<file path="config.mk">
export PLATFORM = sky130hd
export DESIGN_NAME = easyaxi_ar_buf
export DESIGN_NICKNAME = d
export VERILOG_FILES = /design/src/rtl/easyaxi_pkg.sv /design/src/rtl/easyaxi_sync_fifo.sv /design/src/rtl/easyaxi_ar_buf.sv
export SDC_FILE = /design/constraint.sdc
export NUM_CORES = 1
export LEC_CHECK = 0
export ABC_AREA = 1
export CAP_MARGIN = 40
export CORE_ASPECT_RATIO = 1.75
export CORE_MARGIN = 3
export CORE_UTILIZATION = 35
export DETAILED_ROUTE_END_ITERATION = 16
export GPL_TIMING_DRIVEN = 0
export SETUP_SLACK_MARGIN = 0.05
export SLEW_MARGIN = 20
export SYNTH_ARGS = -nofsm -noshare
export SYNTH_HDL_FRONTEND = slang
export SYNTH_SLANG_ARGS = --single-unit
</file>
<file path="constraint.sdc">
create_clock -name clk -period 10.95 [get_ports clk]
set_clock_uncertainty 0.15 [all_clocks]
set_input_delay 1.095 -clock clk [delete_from_list [all_inputs] [get_ports clk]]
set_output_delay 1.095 -clock clk [all_outputs]
set_load 0.02 [all_outputs]
</file>
<file path="src/rtl/easyaxi_pkg.sv">
// Shared AXI widths, burst encodings and the AR channel payload type.
package easyaxi_pkg;

    localparam int unsigned AXI_ID_WIDTH    = 4;
    localparam int unsigned AXI_ADDR_WIDTH  = 32;
    localparam int unsigned AXI_LEN_WIDTH   = 8;
    localparam int unsigned AXI_SIZE_WIDTH  = 3;
    localparam int unsigned AXI_BURST_WIDTH = 2;

    localparam logic [AXI_BURST_WIDTH-1:0] BURST_FIXED = 2'b00;
    localparam logic [AXI_BURST_WIDTH-1:0] BURST_INCR  = 2'b01;
    localparam logic [AXI_BURST_WIDTH-1:0] BURST_WRAP  = 2'b10;

    typedef struct packed {
        logic [AXI_ID_WIDTH-1:0]    id;
        logic [AXI_ADDR_WIDTH-1:0]  addr;
        logic [AXI_LEN_WIDTH-1:0]   len;
        logic [AXI_SIZE_WIDTH-1:0]  size;
        logic [AXI_BURST_WIDTH-1:0] burst;
    } ar_chan_t;

    // Flat payload width for an AR beat with the given field widths.
    function automatic int unsigned ar_payload_width(input int unsigned id_w,
                                                     input int unsigned addr_w,
                                                     input int unsigned len_w);
        return id_w + addr_w + len_w + AXI_SIZE_WIDTH + AXI_BURST_WIDTH;
    endfunction

endpackage

</file>
<file path="src/rtl/easyaxi_sync_fifo.sv">
// Generic synchronous FIFO with registered full/empty flags and level.
// No input reaches any handshake output combinationally.
module easyaxi_sync_fifo #(
    parameter int unsigned WIDTH = 8,
    parameter int unsigned DEPTH = 4
) (
    input  logic                       clk,
    input  logic                       rst,
    input  logic                       wr_valid_i,
    output logic                       wr_ready_o,
    input  logic [WIDTH-1:0]           wr_data_i,
    output logic                       rd_valid_o,
    input  logic                       rd_ready_i,
    output logic [WIDTH-1:0]           rd_data_o,
    output logic [$clog2(DEPTH):0]     level_o
);

    localparam int unsigned PTR_W = $clog2(DEPTH);
    localparam int unsigned LVL_W = PTR_W + 1;

    logic [WIDTH-1:0] mem_q [DEPTH];
    logic [PTR_W-1:0] wr_ptr_q, wr_ptr_d;
    logic [PTR_W-1:0] rd_ptr_q, rd_ptr_d;
    logic [LVL_W-1:0] level_q, level_d;
    logic             full_q, full_d;
    logic             empty_q, empty_d;
    logic             push, pop;

    // Handshakes, pointer advance, level update and flag lookahead.
    always_comb begin
        push     = wr_valid_i & ~full_q;
        pop      = rd_ready_i & ~empty_q;
        wr_ptr_d = wr_ptr_q;
        rd_ptr_d = rd_ptr_q;
        level_d  = level_q;
        if (push) wr_ptr_d = wr_ptr_q + PTR_W'(1);
        if (pop)  rd_ptr_d = rd_ptr_q + PTR_W'(1);
        case ({push, pop})
            2'b10:   level_d = level_q + LVL_W'(1);
            2'b01:   level_d = level_q - LVL_W'(1);
            default: level_d = level_q;
        endcase
        full_d  = (level_d == LVL_W'(DEPTH));
        empty_d = (level_d == '0);
    end

    // Control state registers.
    always_ff @(posedge clk or posedge rst) begin
        if (rst) begin
            wr_ptr_q <= '0;
            rd_ptr_q <= '0;
            level_q  <= '0;
            full_q   <= 1'b0;
            empty_q  <= 1'b1;
        end else begin
            wr_ptr_q <= wr_ptr_d;
            rd_ptr_q <= rd_ptr_d;
            level_q  <= level_d;
            full_q   <= full_d;
            empty_q  <= empty_d;
        end
    end

    // Entry storage; cleared on reset so the idle head reads as zero.
    always_ff @(posedge clk or posedge rst) begin
        if (rst) begin
            for (int unsigned i = 0; i < DEPTH; i++) begin
                mem_q[i] <= '0;
            end
        end else if (push) begin
            mem_q[wr_ptr_q] <= wr_data_i;
        end
    end

    assign wr_ready_o = ~full_q;
    assign rd_valid_o = ~empty_q;
    assign rd_data_o  = mem_q[rd_ptr_q];
    assign level_o    = level_q;

endmodule

</file>
<file path="src/rtl/easyaxi_ar_buf.sv">
// AXI AR channel buffer: FIFO decoupling plus an upstream stability monitor.
module easyaxi_ar_buf
    import easyaxi_pkg::*;
#(
    parameter int unsigned DEPTH  = 4,
    parameter int unsigned ID_W   = AXI_ID_WIDTH,
    parameter int unsigned ADDR_W = AXI_ADDR_WIDTH,
    parameter int unsigned LEN_W  = AXI_LEN_WIDTH
) (
    input  logic                    clk,
    input  logic                    rst,
    input  logic                    s_arvalid,
    output logic                    s_arready,
    input  logic [ID_W-1:0]         s_arid,
    input  logic [ADDR_W-1:0]       s_araddr,
    input  logic [LEN_W-1:0]        s_arlen,
    input  logic [2:0]              s_arsize,
    input  logic [1:0]              s_arburst,
    output logic                    m_arvalid,
    input  logic                    m_arready,
    output logic [ID_W-1:0]         m_arid,
    output logic [ADDR_W-1:0]       m_araddr,
    output logic [LEN_W-1:0]        m_arlen,
    output logic [2:0]              m_arsize,
    output logic [1:0]              m_arburst,
    output logic [$clog2(DEPTH):0]  level,
    output logic                    err_stable
);

    localparam int unsigned PAY_W = ar_payload_width(ID_W, ADDR_W, LEN_W);

    logic [PAY_W-1:0] s_pay;
    logic [PAY_W-1:0] m_pay;
    logic [PAY_W-1:0] cap_q;
    logic             pend_q, pend_d;
    logic             err_q, err_d;

    assign s_pay = {s_arid, s_araddr, s_arlen, s_arsize, s_arburst};

    easyaxi_sync_fifo #(
        .WIDTH (PAY_W),
        .DEPTH (DEPTH)
    ) u_fifo (
        .clk        (clk),
        .rst        (rst),
        .wr_valid_i (s_arvalid),
        .wr_ready_o (s_arready),
        .wr_data_i  (s_pay),
        .rd_valid_o (m_arvalid),
        .rd_ready_i (m_arready),
        .rd_data_o  (m_pay),
        .level_o    (level)
    );

    assign {m_arid, m_araddr, m_arlen, m_arsize, m_arburst} = m_pay;

    // A stalled valid must stay asserted with an unchanged payload next cycle.
    always_comb begin
        pend_d = s_arvalid & ~s_arready;
        err_d  = err_q;
        if (pend_q && (!s_arvalid || (s_pay != cap_q))) begin
            err_d = 1'b1;
        end
    end

    // Monitor state; the error flag is sticky until reset.
    always_ff @(posedge clk or posedge rst) begin
        if (rst) begin
            pend_q <= 1'b0;
            cap_q  <= '0;
            err_q  <= 1'b0;
        end else begin
            pend_q <= pend_d;
            cap_q  <= s_pay;
            err_q  <= err_d;
        end
    end

    assign err_stable = err_q;

endmodule

</file>
### Word level (Yosys, flattened, before mapping)

Cells that the tools add are included.

* register bits: 256
* input bits: 53
* output and inout bits: 55
* logic and storage cells: 42

* $add $sub $neg: 4
* magnitude comparators: 3
* equal/unequal tests: 4
* muxes and demuxes: 7
* bitwise operators: 7
* reduce and logical (&&, ||, !) cells: 5

Operators by type and width (count)
* bitwise mux 196 bit: 1
* two-way mux 49 bit: 3
* binary-select mux 49 bit (select 2 bit): 1
* demux 49 bit (select 2 bit): 1
* inequality test 49 bit: 1
* greater-or-equal comparator 3 bit (second input constant): 2
* inverter 2 -> 3 bit: 2
* case mux 3 bit (2 select lines): 1
* adder 2 x 1 -> 2 bit (second input constant): 2
* adder 3 x 1 -> 3 bit (second input constant): 1
* bitwise AND 1 bit: 3
* == test 3 bit (second input constant): 1
* logical NOT 3 bit: 1
* less-than comparator 3 x 1 -> 1 bit (second input constant): 1
* subtractor 3 x 1 -> 3 bit (second input constant): 1
* == test 2 x 1 -> 1 bit (second input constant): 1
* == test 2 bit (second input constant): 1
* logical AND 1 bit: 2
* inverter 1 bit: 2
* logical NOT 1 bit: 1
* logical OR 1 bit: 1

### Logic depth before layout (Yosys ltp)

Gate-level depths: netlist of the first run.

* depth in word-level cells: 6
* mapped depth: 11
* gate-level depth less buffers: 11

### Modules after synthesis

Synthesis of the first run repeated with hierarchy kept, for this count alone.

* cells, all modules: 1296
* area, all modules: 11145.7 sq um

By module, submodules not included
* easyaxi_sync_fifo: instances 1, cells each 1008, area an instance 8921.1 sq um, seq. area each 5131.2 sq um
* easyaxi_ar_buf: instances 1, cells each 288, area an instance 2224.6 sq um, seq. area each 1276.2 sq um

### Least setup slack after synthesis of the first run

OpenSTA, ideal clock, no wires.

* path type: input to register
* start point: in m_arready
* end point: reg u_fifo.empty_q
* setup time: 0.068 ns
* arrival: 2.341 ns
* required time: 10.732 ns
* setup slack: 8.391 ns
* stages: 8
* path buffers: 0
* cell sequence: nand2_1 > inv_1 > ha_1 > inv_1 > fa_1 > o21ai_0 > or2_2 > nor2_1

* longest elaborated chain between the ends: 4
* elaborated cells between the ends (all ways): 5
* those cells by class: 2 x eq/ne; 1 x mux; 1 x bitwise; 1 x reduce/logical

RTL lines
* start: declaration: line easyaxi_ar_buf.sv:20 `input logic m_arready,`
* bitwise AND 1 bit *: line easyaxi_sync_fifo.sv:32 `pop = rd_ready_i & ~empty_q;`
* == test 2 x 1 -> 1 bit or == test 2 bit (tied branches): line easyaxi_sync_fifo.sv:38 `case ({push, pop})`
* case mux 3 bit (2 select lines) *: line easyaxi_sync_fifo.sv:38
* via u_fifo.level_d[1]: line easyaxi_sync_fifo.sv:24 `logic [LVL_W-1:0] level_q, level_d;`
* logical NOT 3 bit *: line easyaxi_sync_fifo.sv:44 `empty_d = (level_d == '0);`
* via u_fifo.empty_d: line easyaxi_sync_fifo.sv:26 `logic empty_q, empty_d;`
* end signal: assignment: line easyaxi_sync_fifo.sv:60 `empty_q <= empty_d;`
* end: declaration: line easyaxi_sync_fifo.sv:26

Mark *: on every way through the listed nets, which the timed path passes. The rest lies on a longest branch.
A chain may end at the register's enable or synchronous reset.

### Final worst setup path of the first run

* start point: reg u_fifo.rd_ptr_q[0]
* end point: out m_araddr[12]

* longest elaborated chain between the ends: 4

RTL lines
* start: declaration: line easyaxi_sync_fifo.sv:23 `logic [PTR_W-1:0] rd_ptr_q, rd_ptr_d;`
* start signal: assignment: line easyaxi_sync_fifo.sv:57 `rd_ptr_q <= rd_ptr_d;`
* inverter 2 -> 3 bit (implied by the code): line easyaxi_sync_fifo.sv:77 `assign rd_data_o = mem_q[rd_ptr_q];`
* binary-select mux 49 bit (select 2 bit): line easyaxi_sync_fifo.sv:77
* two-way mux 49 bit (implied by the code) (2 in a row): line easyaxi_sync_fifo.sv:77
* end: declaration: line easyaxi_ar_buf.sv:22 `output logic [ADDR_W-1:0] m_araddr,`

Every way passes these cells. The select of a mux whose other input is x is not followed.

==> reports/qor.log, run 1 <==
qor: final_layout.most_frequent_cells_in_the_layout 323 x nand2_1, 258 x o21ai_0, 255 x dfrtp_1
qor: synth.number_of_flip_flops_and_latches_in_the_synthesized_netlist 256
qor: final_layout.final_nets 1460
qor: final_layout.mostFrequentLayoutCell nand2_1
qor: clock_tree.cts_htree_levels 1
qor: worst_setup_path.r2r_setup_slack 8.79 ns
qor: min_path.hold_crit_class register to register
qor: synth.ys_warn_count 0
qor: synth.postSynthAreaPerCell 8.708 µm²
qor: power.p_int 2.545 mW
qor: timing.finalSetupViolCount 0
qor: final_layout.multiInputGateArea 3816 µm²
qor: final_layout.regArea 6407 µm²
qor: timing.drv_slew 0
qor: timing.setup_slack 6.967 ns
qor: place.post_place_setup_slack 7.488 ns
qor: power.share_clk_of_total_power 21.0%
qor: drt.drt-wirelength-per-cell 17.49 µm
qor: worst_setup_path.cp_data_required_time 9.71 ns
qor: clock_tree.cts_made_buffers 25
qor: min_path.worstHoldEndpoint err_stable
qor: final_layout.fraction_of_final_layout_cells_sized_beyond_drive_strength_1 6.906%
qor: power.portion_of_total_power_attributed_to_combinational_logic 43.8%
qor: global_route.first_pass_grt_wire_length 50760 µm
qor: drt.drt_pre_antenna_iters 5
qor: worst_setup_path.r2r-end u_fifo.full_q
qor: worst_setup_path.crit_buf_inv 4
qor: worst_setup_path.worstPathArrival 2.74 ns
qor: place.place.detailed.hpwl 22120 µm
qor: synth.synth.yosys.seq_area_share 58.21%
qor: worst_setup_path.reg2regPathDepth 9
qor: clock_tree.cts_hold_bufs 0
qor: worst_setup_path.crit_fanout 10
qor: timing.timing_worst_slew_pin_value 0.6460 ns
qor: drt.totalWireLength 31650 µm
qor: global_route.antenna_found_initial 1
qor: power.p_leak 6.406 nW
qor: global_route.grt_start_max_net_pins 71
qor: worst_setup_path.crit_chain buf_4 > inv_4 > clkbuf_1 > o21ai_0 > o22ai_1 > clkdlybuf4s50_1
qor: clock_tree.cts.repair_timing.setup_buffer_count 0
qor: power.switching_share 39.70%
qor: timing.max_slew_margin 56.93%
qor: timing.clock.fmax 251.0 MHz
qor: worst_setup_path.element_type_at_the_critical_path_start register
qor: drt.number_of_remaining_drc_errors 0
qor: synth.post_synthesis_instance_total 1264
qor: floorplan.core.rowCount 85
qor: timing.period_needed 3.983 ns
qor: clock_tree.tritoncts_num_sinks 256
qor: global_route.first_global_vias 9138
qor: worst_setup_path.worstSetupEndpointType output port
qor: clock_tree.tritoncts built
qor: final_layout.n_antenna_cell 0
qor: place.gp_congestion 0.8154
qor: clock_tree.max_root_sink_buffers 3
qor: timing.finalHoldViolCount 0
qor: floorplan.dieWidth 140.1 µm
qor: synth.mappedNetlistNets 1323
qor: clock_tree.cts_repair_resize_count 0
qor: global_route.grt_remaining_overflow 0
qor: timing.final.period_utilization 36.38%
qor: final_layout.number_of_fill_cells_in_the_layout 3053
qor: drt.vias_per_cell 4.998
qor: drt.antenna_left 0
qor: synth.synthDistinctLibCells 25
qor: clock_tree.insertion_delay 0.55 ns
qor: worst_setup_path.path_delay_family buffers and inverters
qor: timing.rsz_0062_raised_after_global_routing false
qor: worst_setup_path.critical_path_cell_count 6
qor: run_status.outcome completed
qor: power.maximum_vdd_drop 0.1473 mV
qor: floorplan.floorplan.core_area 30840 µm²
qor: worst_setup_path.kind_of_critical_path register to output port
qor: floorplan.io_pins 108
qor: floorplan.initial_utilization 35.69%
qor: floorplan.die_area 33700 µm²
qor: floorplan.die_h 240.6 µm
qor: place.dp_cells 1765
qor: power.power_per_cell_area 312.6 nW/µm²
qor: power.power_frac_seq 35.1%
qor: final_layout.layoutNonFillerInstCount 1810
qor: worst_setup_path.crit_path_max_incr_delay 0.67 ns
qor: clock_tree.cts_root_buf clkbuf_16
qor: final_layout.areaGrowthSynthToFinish 22.67%
qor: clock_tree.clk_pin_slew 0.06 ns
qor: worst_setup_path.crit_slowest_cell clkdlybuf4s50_1
qor: synth.post_synthesis_cell_area 11010 µm²
qor: min_path.hold_path_startpoint err_stable
qor: place.number_of_input_and_output_port_buffers_inserted 107
qor: drt.drt-initial-drc-count 641
qor: min_path.hold-path-cell-count 2
qor: run.maxCapViolCount 0
qor: global_route.grt_usage 18.84%
qor: drt.num_vias 9046
qor: power.power_switching 1.676 mW
qor: worst_setup_path.timing.rr.start u_fifo.empty_q
## per-stage QoR
stage,power (mW),utilization (%),hold WS (ns),area (µm²),TNS [ns]
CTS,4.267,43.78,0.3149,13500,0
global route,4.524,43.78,0.3222,13500,0
finish,4.221,43.78,0.3090,13500,0
detailed placement,3.366,41.04,0.3001,12660,0
floorplan,2.566,-,0.2683,11010,0
global placement,3.330,40.75,0.3017,12570,-184.90
## sequential cells by signal, summed over array words and instances (netlist names)
| register | count |
|---|---|
| u_fifo.level_o | 3 |
| pend_q | 1 |
| cap_q | 49 |
| u_fifo.full_q | 1 |
| u_fifo.empty_q | 1 |
| u_fifo.mem_q | 196 |
| u_fifo.wr_ptr_q | 2 |
| u_fifo.rd_ptr_q | 2 |
| err_stable | 1 |
## worst reg2reg max path, cell delays in order (launching register included)
cell	delay [ns]
dfstp_2	0.51
inv_1	0.04
nand2_1	0.12
inv_1	0.11
ha_1	0.21
inv_1	0.10
fa_1	0.41
o21ai_0	0.21
or2_2	0.17
nor2_1	0.04
## worst max path at each step
stage,from,end,slack (ns)
2_1_floorplan,rst,cap_q[0],2.66
6_report,u_fifo.rd_ptr_q[0],m_araddr[12],6.97
4_1_cts,u_fifo.rd_ptr_q[0],m_araddr[8],6.90
3_3_place_gp,rst,cap_q[2],-0.74
5_1_grt,u_fifo.rd_ptr_q[0],m_araddr[8],6.84
3_5_place_dp,u_fifo.rd_ptr_q[0],m_araddr[8],7.49
## kinds of logic (layout without fill, tap and decap cells)
logic type,count (synthesis),count (layout),synth area share (%)
AND/OR/NAND/NOR,466,466,16.36
AO/OA/AOI/OAI,353,353,16.61
flip-flops,256,256,58.21
buffers and inverters,171,326,7.116
XOR/XNOR,12,12,0.9550
adder cells (fa/ha/maj),6,6,0.7503
## cells in the mapped netlist, drive strengths merged
cell / instances / area, µm²
a21oi: 1 / 5.000
buf: 35 / 257.8
clkbuf: 36 / 140.1
dfrtp: 255 / 6381
dfstp: 1 / 26.28
fa: 1 / 20.02
ha: 5 / 62.56
inv: 100 / 385.4
nand2: 328 / 1269
nand3: 1 / 5.000
nand4: 2 / 12.51
nor2: 132 / 495.5
o21ai: 303 / 1516
o22ai: 49 / 306.5
or2: 3 / 18.77
xnor2: 9 / 78.83
xor2: 3 / 26.28
## layout make-up
cell class                 instances  area share (%)
sequential                       256           47.46
multi-input combinational        837           28.26
timing repair buffer             110           8.544
clock buffer                      35           5.430
tap                              391           3.623
buffer                            71           2.947
inverter                         100           2.910
clock inverter                    10          0.8248
## per-layer routing
layer / global-route usage, % / wire length [µm] / vias to the layer above / part of all wire [%]
li1: - / - / 4356 / -
met1: 22.69 / 12670 / 4417 / 40
met2: 34.70 / 16820 / 218 / 53
met3: 2.062 / 1196 / 53 / 3.8
met4: 6.906 / 966 / 2 / 3.1
met5: 0 / 7 / - / 0.022
## power groups by stage
stage	clock (mW)	combinational, mW	sequential (mW)
after global placement	0	1.85	1.48
after CTS	0.907	1.88	1.48
after global routing	0.940	2.06	1.52
after detailed placement	0	1.87	1.49
final	0.888	1.85	1.48
after floorplan	0	1.11	1.46
No activity file was read; power rests on OpenSTA's default activity.
==> inputs of run 2 (changes only) <==
Clock period 10.95 ns to 3.8 ns, I/O delays scaled along.
==> reports/qor.log, run 2 (synthesized netlist as in run 1, its figures left out) <==
qor: run_status.outcome completed [unchanged]
qor: final_layout.largest_register_ff_count 196 [unchanged]
qor: final_layout.mostFrequentLayoutCell nand2_1 [unchanged]
qor: place.place.detailed.hpwl 22470 µm [was 22120 µm]
qor: global_route.first_pass_grt_wire_length 51320 µm [was 50760 µm]
qor: worst_setup_path.cp_data_required_time 3.27 ns [was 9.71 ns]
qor: timing.setup_slack 0.4717 ns [was 6.967 ns]
qor: global_route.grt_usage 19.09% [was 18.84%]
qor: drt.vias_per_cell 5.014 [was 4.998]
qor: clock_tree.cts_made_buffers 25 [unchanged]
qor: timing.max_slew_margin 58.32% [was 56.93%]
qor: final_layout.post-route-util 44.16% [was 43.78%]
qor: worst_setup_path.worstPathArrival 2.80 ns [was 2.74 ns]
qor: power.p_leak 6.454 nW [was 6.406 nW]
qor: clock_tree.cts.repair_timing.setup_buffer_count 0 [unchanged]
qor: timing.timing_worst_slew_pin_value 0.6252 ns [was 0.6460 ns]
qor: global_route.antenna_found_initial 0 [was 1]
qor: drt.num_vias 9096 [was 9046]
qor: clock_tree.clk_pin_slew 0.07 ns [was 0.06 ns]
qor: floorplan.io_pins 108 [unchanged]
qor: drt.number_of_remaining_drc_errors 0 [unchanged]
qor: power.power_per_cell_area 904.7 nW/µm² [was 312.6 nW/µm²]
qor: min_path.hold_crit_class input pin to asynchronous set/reset pin [was register to register]
qor: clock_tree.cts_htree_levels 1 [unchanged]
qor: drt.drt-wirelength-per-cell 17.57 µm [was 17.49 µm]
qor: final_layout.layoutNonFillerInstCount 1814 [was 1810]
qor: timing.fin_worst_hold_slack 0.1280 ns [was 0.3090 ns]
qor: timing.final.period_utilization 87.59%
qor: timing.finalSetupViolCount 0 [unchanged]
qor: floorplan.dieWidth 140.1 µm [unchanged]
qor: final_layout.n_antenna_cell 0 [unchanged]
qor: power.maximum_vdd_drop 0.5246 mV [was 0.1473 mV]
qor: final_layout.multiInputGateArea 3816 µm² [unchanged]
qor: floorplan.die_h 240.6 µm [unchanged]
qor: worst_setup_path.worstSetupEndpointType output port [unchanged]
qor: timing.setup_tns 0 ns [unchanged]
qor: timing.finalHoldViolCount 0 [unchanged]
qor: floorplan.core.rowCount 85 [unchanged]
qor: clock_tree.cts_repair_resize_count 0 [unchanged]
qor: global_route.grt_start_max_net_pins 34 [was 71]
qor: floorplan.initial_utilization 35.69% [unchanged]
qor: place.post_place_setup_slack 1.008 ns [was 7.488 ns]
qor: run.maxCapViolCount 0 [unchanged]
qor: clock_tree.tritoncts_num_sinks 256 [unchanged]
qor: global_route.first_global_vias 9309 [was 9138]
qor: drt.antenna_left 0 [unchanged]
qor: place.dp_cells 1770 [was 1765]
qor: final_layout.largest-register u_fifo.mem_q [unchanged]
qor: place.gp_congestion 0.7993 [was 0.8154]
qor: final_layout.areaGrowthSynthToFinish 23.74% [was 22.67%]
qor: clock_tree.insertion_delay 0.53 ns [was 0.55 ns]
qor: place.number_of_input_and_output_port_buffers_inserted 107 [unchanged]
qor: clock_tree.cts_hold_bufs 0 [unchanged]
qor: timing.drv_slew 0 [unchanged]
qor: timing.rsz_0062_raised_after_global_routing false [unchanged]
qor: final_layout.final_nets 1465 [was 1460]
qor: final_layout.regArea 6407 µm² [unchanged]
qor: floorplan.floorplan.core_area 30840 µm² [unchanged]
qor: clock_tree.max_root_sink_buffers 3 [unchanged]
qor: drt.drt_pre_antenna_iters 5 [unchanged]
qor: clock_tree.cts_root_buf clkbuf_16 [unchanged]
qor: drt.drt-initial-drc-count 658 [was 641]
qor: timing.period_needed 3.328 ns
qor: global_route.grt_remaining_overflow 0 [unchanged]
qor: final_layout.number_of_fill_cells_in_the_layout 3058 [was 3053]
qor: worst_setup_path.kind_of_critical_path register to output port [unchanged]
qor: timing.clock.fmax 300.5 MHz
qor: worst_setup_path.crit_fanout 10 [unchanged]
qor: worst_setup_path.element_type_at_the_critical_path_start register [unchanged]
qor: clock_tree.tritoncts built [unchanged]
qor: final_layout.most_frequent_cells_in_the_layout 323 x nand2_1, 258 x o21ai_0, 255 x dfrtp_1 [unchanged]
qor: floorplan.die_area 33700 µm² [unchanged]
qor: worst_setup_path.reg2regPathDepth 9 [unchanged]
qor: final_layout.fraction_of_final_layout_cells_sized_beyond_drive_strength_1 7.098% [was 6.906%]
qor: drt.totalWireLength 31880 µm [was 31650 µm]
==> run 2: cell type report <==
cell class | count | area share, %
Clock buffer | 34 | 5.209
Timing Repair Buffer | 115 | 9.040
Tap cell | 391 | 3.592
Multi-Input combinational cell | 837 | 28.02
Inverter | 100 | 2.857
Sequential cell | 256 | 47.05
Clock inverter | 10 | 1.314
Buffer | 71 | 2.921
==> run 2: report_power, final <==
part | total [mW] | switching, mW | leakage [nW] | internal, mW
Clock | 2.70 | 1.05 | 0.439 | 1.64
Combinational | 5.35 | 3.25 | 2.85 | 2.11
Sequential | 4.27 | 0.519 | 3.16 | 3.75
Total | 12.3 | 4.82 | 6.45 | 7.50
==> run 2: through the flow <==
| stage | total power, mW | cell area (µm²) |
|---|---|---|
| floorplan | 7.395 | 11010 |
| global placement | 9.605 | 12570 |
| detailed placement | 9.725 | 12730 |
| CTS | 12.45 | 13620 |
| global route | 13.17 | 13620 |
| finish | 12.32 | 13620 |
==> run 2: critical path: stages (launching register included) <==
cell and delay (ns):
dfrtp_1 0.36, buf_4 0.18, inv_4 0.13, clkbuf_1 0.45, o21ai_0 0.20, o22ai_1 0.28, clkdlybuf4s50_1 0.67
==> run 2: final timing paths <==
path | endpoint | slack [ns] | from
worst min-delay path | u_fifo.mem_q[20] | 0.13 | rst
worst min register to register | err_stable | 0.31 | err_stable
max in group asynchronous | u_fifo.empty_q | 1.80 | rst
worst max register to register | u_fifo.full_q | 1.61 | u_fifo.empty_q
min in group clk | cap_q[37] | 0.16 | s_araddr[24]
worst max-delay path | m_araddr[28] | 0.47 | u_fifo.rd_ptr_q[0]
==> run 2: metal layers <==
metal | part of all wire, % | wire [µm] | global-route usage [%]
met1 | 39 | 12510 | 22.72
met2 | 52 | 16560 | 34.37
met4 | 4.6 | 1467 | 8.875
met5 | 0 | 0 | 0
met3 | 4.2 | 1342 | 2.339
==> inputs of run 3 (changes only) <==
Settings changed: GPL_ROUTABILITY_DRIVEN from default to 0.
==> results of run 3 <==
The final DEF is identical to that of run 2; final timing and power are the same.
